`src/rtl/io_mux.sv`:
```
// io_mux: memory-mapped pad multiplexer with input conditioning and edge irq.
// Define IOMUX_FILTER_EN to build the per-pin input glitch filter.
module io_mux #(
    parameter logic [31:0] IOMUX_BASE_ADDR = 32'h40006000,
    parameter int NUM_PINS      = 8,
    parameter int NUM_FUNCS     = 4,
    parameter int FILTER_CYCLES = 4
) (
    input  logic                          clk,
    input  logic                          rst,
    input  logic [31:0]                   mem_addr,
    input  logic [31:0]                   mem_wdata,
    input  logic                          mem_we,
    input  logic                          mem_re,
    output logic [31:0]                   mem_rdata,
    input  logic [NUM_PINS*NUM_FUNCS-1:0] func_out,
    input  logic [NUM_PINS*NUM_FUNCS-1:0] func_oe,
    output logic [NUM_PINS-1:0]           func_in,
    input  logic [NUM_PINS-1:0]           pad_in,
    output logic [NUM_PINS-1:0]           pad_out,
    output logic [NUM_PINS-1:0]           pad_oe,
    output logic                          irq
);

    localparam logic [9:0] OFF_CTRL    = 10'd0;
    localparam logic [9:0] OFF_PIN_IN  = 10'd1;
    localparam logic [9:0] OFF_EDGE    = 10'd2;
    localparam logic [9:0] OFF_EDGE_EN = 10'd3;
    localparam int         FSEL_BASE   = 64;

    logic                hit;
    logic [9:0]          offset;
    logic                wr;
    logic                rd;
    logic                lock_q;
    logic [NUM_PINS-1:0] edge_q;
    logic [NUM_PINS-1:0] edge_en_q;
    logic [4:0]          fsel_q [NUM_PINS];
    logic [NUM_PINS-1:0] sync1_q;
    logic [NUM_PINS-1:0] sync2_q;
    logic [NUM_PINS-1:0] filt;
    logic [NUM_PINS-1:0] fin_q;
    logic [NUM_PINS-1:0] inv;
    logic [NUM_PINS-1:0] edge_set;
    logic [NUM_PINS-1:0] edge_clr;
    logic [31:0]         rd_val;
    logic                unused_bits;

    assign hit    = mem_addr[31:12] == IOMUX_BASE_ADDR[31:12];
    assign offset = mem_addr[11:2];
    assign wr     = hit & mem_we;
    assign rd     = hit & mem_re;

    assign unused_bits = ^{mem_addr[1:0], mem_wdata, 8'(FILTER_CYCLES)};

    always_comb begin
        inv = '0;
        for (int i = 0; i < NUM_PINS; i++) begin
            inv[i] = fsel_q[i][4];
        end
    end

    // Out-of-range function codes leave the pad undriven.
    always_comb begin
        pad_out = '0;
        pad_oe  = '0;
        for (int i = 0; i < NUM_PINS; i++) begin
            for (int f = 0; f < NUM_FUNCS; f++) begin
                if (fsel_q[i][3:0] == 4'(f)) begin
                    pad_out[i] = func_out[i*NUM_FUNCS+f];
                    pad_oe[i]  = func_oe[i*NUM_FUNCS+f];
                end
            end
        end
    end

    always_ff @(posedge clk or posedge rst) begin
        if (rst) begin
            sync1_q <= '0;
            sync2_q <= '0;
            fin_q   <= '0;
        end else begin
            sync1_q <= pad_in;
            sync2_q <= sync1_q;
            fin_q   <= func_in;
        end
    end

`ifdef IOMUX_FILTER_EN
    logic [NUM_PINS-1:0] filt_q;
    logic [7:0]          cnt_q [NUM_PINS];

    always_ff @(posedge clk or posedge rst) begin
        if (rst) begin
            filt_q <= '0;
            for (int i = 0; i < NUM_PINS; i++) begin
                cnt_q[i] <= '0;
            end
        end else begin
            for (int i = 0; i < NUM_PINS; i++) begin
                if (sync2_q[i] != filt_q[i]) begin
                    if (cnt_q[i] == 8'(FILTER_CYCLES - 1)) begin
                        filt_q[i] <= ~filt_q[i];
                        cnt_q[i]  <= '0;
                    end else begin
                        cnt_q[i] <= cnt_q[i] + 8'd1;
                    end
                end else begin
                    cnt_q[i] <= '0;
                end
            end
        end
    end

    assign filt = filt_q;
`else
    assign filt = sync2_q;
`endif

    assign func_in  = filt ^ inv;
    assign edge_set = func_in & ~fin_q;
    assign irq      = |(edge_q & edge_en_q);

    always_comb begin
        edge_clr = '0;
        if (wr && offset == OFF_EDGE) begin
            edge_clr = mem_wdata[NUM_PINS-1:0];
        end
    end

    // A new edge in the same cycle as its W1C clear survives.
    always_ff @(posedge clk or posedge rst) begin
        if (rst) begin
            lock_q    <= 1'b0;
            edge_q    <= '0;
            edge_en_q <= '0;
            for (int i = 0; i < NUM_PINS; i++) begin
                fsel_q[i] <= '0;
            end
        end else begin
            edge_q <= (edge_q & ~edge_clr) | edge_set;
            if (wr && offset == OFF_EDGE_EN) begin
                edge_en_q <= mem_wdata[NUM_PINS-1:0];
            end
            if (wr && !lock_q) begin
                if (offset == OFF_CTRL) begin
                    lock_q <= mem_wdata[0];
                end
                for (int i = 0; i < NUM_PINS; i++) begin
                    if (offset == 10'(FSEL_BASE + i)) begin
                        fsel_q[i] <= mem_wdata[4:0];
                    end
                end
            end
        end
    end

    always_comb begin
        rd_val = '0;
        case (offset)
            OFF_CTRL:    rd_val = {31'b0, lock_q};
            OFF_PIN_IN:  rd_val = 32'(func_in);
            OFF_EDGE:    rd_val = 32'(edge_q);
            OFF_EDGE_EN: rd_val = 32'(edge_en_q);
            default: begin
                for (int i = 0; i < NUM_PINS; i++) begin
                    if (offset == 10'(FSEL_BASE + i)) begin
                        rd_val = 32'(fsel_q[i]);
                    end
                end
            end
        endcase
    end

    // Zero outside read cycles so the bus can OR-combine slaves.
    always_ff @(posedge clk or posedge rst) begin
        if (rst) begin
            mem_rdata <= '0;
        end else begin
            mem_rdata <= rd ? rd_val : 32'd0;
        end
    end

endmodule

```
`config.mk`:
```
export PLATFORM = sky130hd
export DESIGN_NAME = io_mux
export DESIGN_NICKNAME = d
export VERILOG_FILES = /design/src/rtl/io_mux.sv
export SDC_FILE = /design/constraint.sdc
export NUM_CORES = 1
export LEC_CHECK = 0
export BUFFER_PORTS_ARGS = -buffer_cell sky130_fd_sc_hd__buf_4
export CAP_MARGIN = 10
export CORE_ASPECT_RATIO = 1.1
export CORE_UTILIZATION = 30
export DETAILED_ROUTE_END_ITERATION = 7
export GPL_ROUTABILITY_DRIVEN = 0
export GPL_TIMING_DRIVEN = 0
export PLACE_DENSITY = 0.66
export SYNTH_ARGS = -nofsm -noshare
export SYNTH_HDL_FRONTEND = slang
export SYNTH_SLANG_ARGS = --single-unit
export TNS_END_PERCENT = 30
```
`constraint.sdc`:
```
create_clock -name clk -period 3.05 [get_ports clk]
set_input_delay 0.305 -clock clk [delete_from_list [all_inputs] [get_ports clk]]
set_output_delay 0.305 -clock clk [all_outputs]
set_load 0.01 [all_outputs]
```
# --- After elaboration in Yosys (flattened, before gate mapping) ---
# Index checks and enable logic that the tools add are counted.
# W data, S select, Z words.
word_totals:
  output_inout_bits: 57
  elab_cells: 158
  register_bits: 113
  input_bits: 140
classes:
  n_reduce_logical: 23
  mux: 75
  eq_ne: 36
  n_bitwise: 9
ops:
  columns: ["cell", "count"]
  rows:
  - ["$mux W32", 8]
  - ["$pmux W32 S4", 1]
  - ["$eq A10 B7 Y1 const B", 8]
  - ["$eq A4 B2 Y1 const B", 16]
  - ["$mux W1", 64]
  - ["$eq A4 B1 Y1 const B", 8]
  - ["$logic_not A4 Y1", 8]
  - ["$and A8 B8 Y8", 3]
  - ["$eq A10 B2 Y1 const B", 2]
  - ["$eq A20 B19 Y1 const B", 1]
  - ["$reduce_and A2 Y1", 9]
  - ["$not A8 Y8", 2]
  - ["$eq A10 B1 Y1 const B", 1]
  - ["$logic_not A10 Y1", 1]
  - ["$mux W8", 1]
  - ["$or A8 B8 Y8", 1]
  - ["$reduce_or A8 Y1", 1]
  - ["$xor A8 B8 Y8", 1]
  - ["$mux W5", 1]
  - ["$logic_and A1 B1 Y1", 3]
  - ["$and A1 B1 Y1", 2]
  - ["$logic_not A1 Y1", 1]

# --- Logic depth before layout (Yosys ltp) ---
# Gate-level depths: netlist (run 1).
logic_depth:
  depth_word: 11
  mapped_depth: 7

# --- Worst setup path after synthesis (run 1) ---
# Ideal clock, no wire load.
synth_timing:
  path_type: "input -> register"
  startpoint: "in mem_addr[7]"
  endpoint: "reg edge_en_q[5]"
  n_path_buf: 1
  path_slack_ns: 0.906
  setup_ns: 0.125
  cell_stages: 5
  arrival_ns: 2.019
  t_required_ns: 2.925
  path_cell_list: "or4_4 > or2_0 > buf_2 > nor4_4 > mux2_2"
synth_between:
  elab_chain_cells: 2
synth_lines:
  columns: ["item", "line_no", "text"]
  rows:
  - ["start, declared", "11", "input logic [31:0] mem_addr,"]
  - ["$eq A10 B2 Y1", "142", "if (wr && offset == OFF_EDGE_EN) begin"]
  - ["$logic_and A1 B1 Y1", "142", null]
  - ["end signal, assigned", "143", "edge_en_q <= mem_wdata[NUM_PINS-1:0];"]
  - ["end, declared", "37", "logic [NUM_PINS-1:0] edge_en_q;"]
# No other way between the ends.
# A chain may end at the register's enable or synchronous reset.

# --- Worst setup path after layout (run 1) ---
layout_timing:
  startpoint: "in mem_addr[24]"
  endpoint: "reg edge_en_q[3]"
layout_between:
  elab_chain_cells: 3
layout_lines:
  columns: ["item", "line_no", "text"]
  rows:
  - ["$eq A20 B19 Y1", "49", "assign hit = mem_addr[31:12] == IOMUX_BASE_ADDR[31:12];"]
  - ["$and A1 B1 Y1", "51", "assign wr = hit & mem_we;"]
  - ["$logic_and A1 B1 Y1", "142", null]
# No other way between the ends.

==> impl_metrics.py, run 1 <==
metrics = {
    "worst_setup_path": {
        "path_max_fanout": 8,
        "cp.arrival_ps": 2490,
        "crit_type": "input pin to register",
        "cp-start-kind": "input pin",
        "cp.required_ps": 3270,
        "end_kind": "register",
    },
    "min_path": {
        "hp-class": "input pin to asynchronous set/reset pin",
    },
    "floorplan": {
        "row_count": 47,
        "io_pins": 197,
        "die_w_um": 120,
        "start_util_pct": 30.7,
        "dieArea_um2": 15900,
        "core_um2": 15100,
        "die_h_um": 132,
    },
    "synth": {
        "synth_area_leader_cell": "dfrtp_1",
        "synth-edff-count": 0,
        "ys_top_cells_by_count": "dfrtp_1, mux2_2, buf_4",
        "yosysWarnings": 0,
        "synth_cell_types": 50,
        "synth_cells": 379,
        "synthArstFlopShare_pct": 100,
        "postSynthAreaPerCell_um2": 12.2,
        "ys_top_cells_by_area": "dfrtp_1, mux2_2, mux4_2",
        "synth_flop_cell": "dfrtp_1",
        "syn_area_um2": 4620,
        "synth_top_area_share_pct": 48.2,
        "yosysMostFrequentCell": "dfrtp_1",
        "ys_ff_latch": 89,
        "ys_seq_area_share_pct": 48.2,
    },
    "sta": {
        "final_hold_viol_count": 26,
        "relSlewSlack_pct": 39.0,
        "max_freq_mhz": 440,
        "rsz0062_at_grt": "no",
        "period_needed_ps": 2270,
        "timing.final.crit_share_pct": 74.5,
        "worst_pin_slew_ps": 907,
        "holdWs_ps": -22.5,
        "drv_slew": 0,
        "clock_skew_ps": 6.50,
        "finalSetupViolations": 0,
    },
    "cells_and_area": {
        "seqCellArea_um2": 2230,
        "nNetsFinal": 694,
        "multiInputGateArea_um2": 2180,
        "fin_area_um2": 6360,
        "syn_to_final_growth_pct": 37.6,
        "diodes": 0,
        "fillers": 1422,
        "layout-drive-gt1-share_pct": 46.9,
    },
    "clock_network": {
        "post_cts_buffers": 0,
        "clock_path_buffers": 2,
        "clkTransAtPathRegs_ps": 70,
        "clock_sinks": 89,
        "cts_buffers": 9,
        "cts_hold_buf": 0,
        "insertion_delay_ps": 340,
        "htree_levels": 3,
        "root_buffer": "clkbuf_16",
        "cts_tree": "built",
        "cts_resized": 0,
    },
    "routing": {
        "post-route-drc-count": 0,
        "viasPerCell": 4.91,
        "avgRoutedWirePerCell_um": 17.0,
        "via_count": 3709,
        "ant_nets": 0,
        "drt_pre_antenna_iters": 4,
        "drtIter0Drc": 178,
        "wl_um": 12900,
    },
    "placed_design": {
        "place_hpwl_um": 9990,
        "port_buffers": 140,
        "post_dp_cell_area_um2": 6030,
    },
    "global_routing": {
        "grt_usage_pct": 16.8,
        "grt_max_degree": 56,
        "grt-ovfl-total": 0,
        "antenna_found_initial": 0,
        "grt_pass1_vias": 3945,
        "grt_pass1_wl_um": 20700,
    },
    "run_status": {
        "failed_checks": "hold timing",
        "status": "finished, violations left",
    },
    "power": {
        "irDropWorstVdd_v": 0.000264,
        "powerDensity_nw_per_um2": 428,
        "leakage_nw": 2.97,
    },
    "flow_run": {
        "maxCapViolCount": 0,
    },
}
sequential cells by signal, summed over array words and instances (netlist names):
signal / flops
sync1_q: 8
fsel_q: 40
fin_q: 8
edge_en_q: 8
mem_rdata: 8
filt: 8
edge_q: 8
lock_q: 1
final cells by class:
| cell class | instances | share of cell area [%] |
|---|---|---|
| Timing Repair Buffer | 141 | 17.0 |
| Clock inverter | 7 | 1.59 |
| Clock buffer | 9 | 3.54 |
| Inverter | 13 | 0.806 |
| Buffer | 41 | 3.93 |
| Multi-Input combinational cell | 259 | 34.3 |
| Tap cell | 196 | 3.86 |
| Sequential cell | 89 | 35.0 |
worst max-delay path, stage by stage:
cell and delay [ps]:
buf_4 110, nor4_1 780, nand3_1 280, nor4_4 610, mux2_2 400
routing by layer:
layer	global-route usage [%]	up-vias	wire (um)
met4	6.04	0	286
li1	-	1713	-
met1	20.6	1803	5260
met5	0	-	0
met2	28.7	168	6460
met3	3.81	25	874
final timing paths:
check,from,end,slack (ps),cells past startpoint
hold / removal,rst,sync1_q[6],-20,2
hold reg to reg,sync1_q[3],filt[3],350,0
setup reg to reg,lock_q,fsel_q[2],1130,4
min in group clk,pad_in[6],sync1_q[6],70,1
setup / recovery,mem_addr[24],edge_en_q[3],780,5
max in group asynchronous,rst,fsel_q[35],2450,3
cells in the final DEF (no fill, tap or decap), drive strengths merged, types with 3 or more instances in the layout:
master	count
buf	167
dfrtp	89
mux2	51
conb	24
clkbuf	24
nand2	22
mux4	19
nor3b	17
inv	16
nor2	14
nand3	10
o21ai	8
a22oi	7
a21oi	7
nor4b	7
o221ai	5
nor4	5
nand4	4
xnor2	4
o2bb2ai	4
xor2	4
a22o	4
and2	4
o22ai	4
mux2i	4
and4	3
nor2b	3
nand2b	3
nor3	3
cells by family after synthesis:
logic type / after synthesis / synth area share [%]
buffers and inverters: 54 / 6.47
other: 1 / 0.0811
multiplexers: 74 / 22.6
AND/OR/NAND/NOR: 100 / 13.0
AO/OA/AOI/OAI: 53 / 8.20
flip-flops: 89 / 48.2
XOR/XNOR: 8 / 1.52
where the power goes:
| part | switching (mW) | internal [mW] | leakage (nW) |
|---|---|---|---|
| sequential | 0.00511 | 1.20 | 1.15 |
| clock | 0.471 | 0.726 | 0.153 |
| combinational | 0.149 | 0.176 | 1.67 |
| total | 0.625 | 2.10 | 2.97 |
through the flow:
| step | instances | utilization [%] | power (mW) | setup slack, ps | setup TNS [ps] |
|---|---|---|---|---|---|
| floorplan | 402 | - | 1.37 | 438 | 0 |
| global placement | 738 | 39.9 | 1.54 | -442 | -38800 |
| detailed placement | 739 | 40.1 | 1.55 | 416 | 0 |
| CTS | 755 | 42.3 | 2.75 | 756 | 0 |
| global route | 755 | 42.3 | 2.84 | 583 | 0 |
| finish | 755 | 42.3 | 2.72 | 778 | 0 |
Note: power is estimated with default switching activity, not from simulation.
==> run 2, diff against run 1 <==
clock period = 2.15 ns   (was 3.05 ns; I/O delays follow)
==> impl_metrics.py, run 2 (synthesis results as in run 1) <==
metrics = {
    "run_status": {
        "status": "finished, violations left",
        "failed_checks": "setup timing",
    },
    "floorplan": {
        "dieArea_um2": 15900,
        "die_h_um": 132,
        "die_w_um": 120,
        "io_pins": 197,
        "core_um2": 15100,
        "row_count": 47,
        "start_util_pct": 30.7,
    },
    "worst_setup_path": {
        "cp-start-kind": "input pin",
        "path_max_fanout": 5,
        "cp.required_ps": 2380,
        "max_stage_delay_ps": 580,
        "worst_path_max_delay_cell": "or4_4",
        "crit_chain": "buf_4 -> or4_4 -> nor4_1 -> nand4_1 -> nor3_2 -> mux2_2",
        "cp.arrival_ps": 2390,
        "end_kind": "register",
        "crit_type": "input pin to register",
    },
    "global_routing": {
        "grt_pass1_wl_um": 20300,
        "grt_use_met2_pct": 27.5,
        "antenna_found_initial": 0,
        "grt_max_degree": 34,
        "grt_usage_pct": 16.5,
        "grt_pass1_vias": 3909,
        "met1_usage_pct": 20.3,
        "grt-ovfl-total": 0,
        "top_usage_layer": "met2",
        "use_met3_pct": 4.15,
    },
    "cells_and_area": {
        "layout-drive-gt1-share_pct": 46.6,
        "diodes": 0,
        "final_common_cell": "buf_4",
        "layout_common_cells": "buf_4, dfrtp_1, mux2_2",
        "fin_area_um2": 6480,
        "nNetsFinal": 704,
        "multiInputGateArea_um2": 2200,
        "seqCellArea_um2": 2230,
        "syn_to_final_growth_pct": 40.1,
        "top_register": "fsel_q",
        "largest_reg_flops": 40,
        "fillers": 1434,
    },
    "placed_design": {
        "place_ws_ps": -380,
        "port_buffers": 140,
        "place_hpwl_um": 10000,
        "post_dp_cell_area_um2": 6050,
    },
    "clock_network": {
        "cts_tree": "built",
        "root_buffer": "clkbuf_16",
        "clkTransAtPathRegs_ps": 60,
        "cts_buffers": 9,
        "insertion_delay_ps": 340,
        "clock_path_buffers": 2,
        "post_cts_buffers": 0,
        "htree_levels": 3,
        "clock_sinks": 89,
    },
    "power": {
        "irDropWorstVdd_v": 0.000408,
        "leakage_nw": 3.02,
        "powerDensity_nw_per_um2": 588,
    },
    "routing": {
        "post-route-drc-count": 0,
        "viasPerCell": 4.89,
        "avgRoutedWirePerCell_um": 16.8,
        "via_count": 3741,
        "ant_nets": 0,
        "drtIter0Drc": 225,
        "wl_um": 12900,
        "drt_pre_antenna_iters": 4,
    },
    "min_path": {
        "hp-class": "input pin to register",
    },
    "sta": {
        "timing.final.crit_share_pct": 100,
        "drv_slew": 0,
        "timing.final.ws_setup_ps": -10.3,
        "finalSetupViolations": 5,
        "rsz0062_at_grt": "yes",
        "max_freq_mhz": 463,
        "relSlewSlack_pct": 57.5,
        "period_needed_ps": 2160,
        "clock_skew_ps": 5.18,
        "worst_pin_slew_ps": 633,
        "final_hold_viol_count": 0,
    },
    "flow_run": {
        "maxCapViolCount": 0,
    },
}
## run 2: through the flow
stage | power (mW) | hold WS (ps) | util [%] | std cells | TNS [ps]
5_1_grt | 3.95 | 115 | 43.0 | 765 | -496
4_1_cts | 3.84 | 108 | 43.0 | 765 | -6.17
3_5_place_dp | 2.20 | 319 | 40.2 | 740 | -12060
2_1_floorplan | 1.95 | 246 | - | 402 | 0
6_report | 3.81 | 114 | 43.0 | 765 | -30.0
3_3_place_gp | 2.18 | 326 | 39.9 | 738 | -11420
## run 2: routing by layer
metal  vias up  routed length [um]
li1       1737                   -
met1      1806                5190
met2       161                6380
met3        37                 874
met4         0                 429
met5         -                   0
## run 2: layout make-up
type,count,share of cell area (%)
flip-flops and latches,89,34.4
multi-input cells,259,34.0
repair buffers,151,18.2
clock buffers,11,3.90
plain buffers,41,3.86
well taps,196,3.79
clock inverters,5,0.985
inverters,13,0.811
## run 2: report_power, final
| group | internal (mW) | leakage, nW | switching [mW] |
|---|---|---|---|
| sequential | 1.70 | 1.15 | 0.00678 |
| clock | 0.969 | 0.152 | 0.654 |
| combinational | 0.264 | 1.72 | 0.217 |
| total | 2.93 | 3.02 | 0.878 |
## run 2: what timing repair did
item / in CTS / in global routing
gates resized for setup: 2 / 1
hold buffers: 9 / 0
hold endpoints to repair: 34 / 0
endpoints found under the setup margin: 12 / 18
## run 2: final timing paths
check | startpoint | cells past startpoint | slack, ps | endpoint
worst max register to register | lock_q | 4 | 120 | fsel_q[7]
worst max-delay path | mem_addr[7] | 6 | -10 | fsel_q[7]
worst min register to register | sync1_q[3] | 0 | 350 | filt[3]
worst min-delay path | mem_wdata[7] | 2 | 110 | edge_en_q[7]
min in group asynchronous | rst | 3 | 500 | sync1_q[0]
max in group asynchronous | rst | 5 | 860 | fsel_q[16]
## run 2: critical path, delay by kind of cell
kind          cells  cell delay (ps)
simple gates      4             1670
mux               1              400
buf+inv           1              110
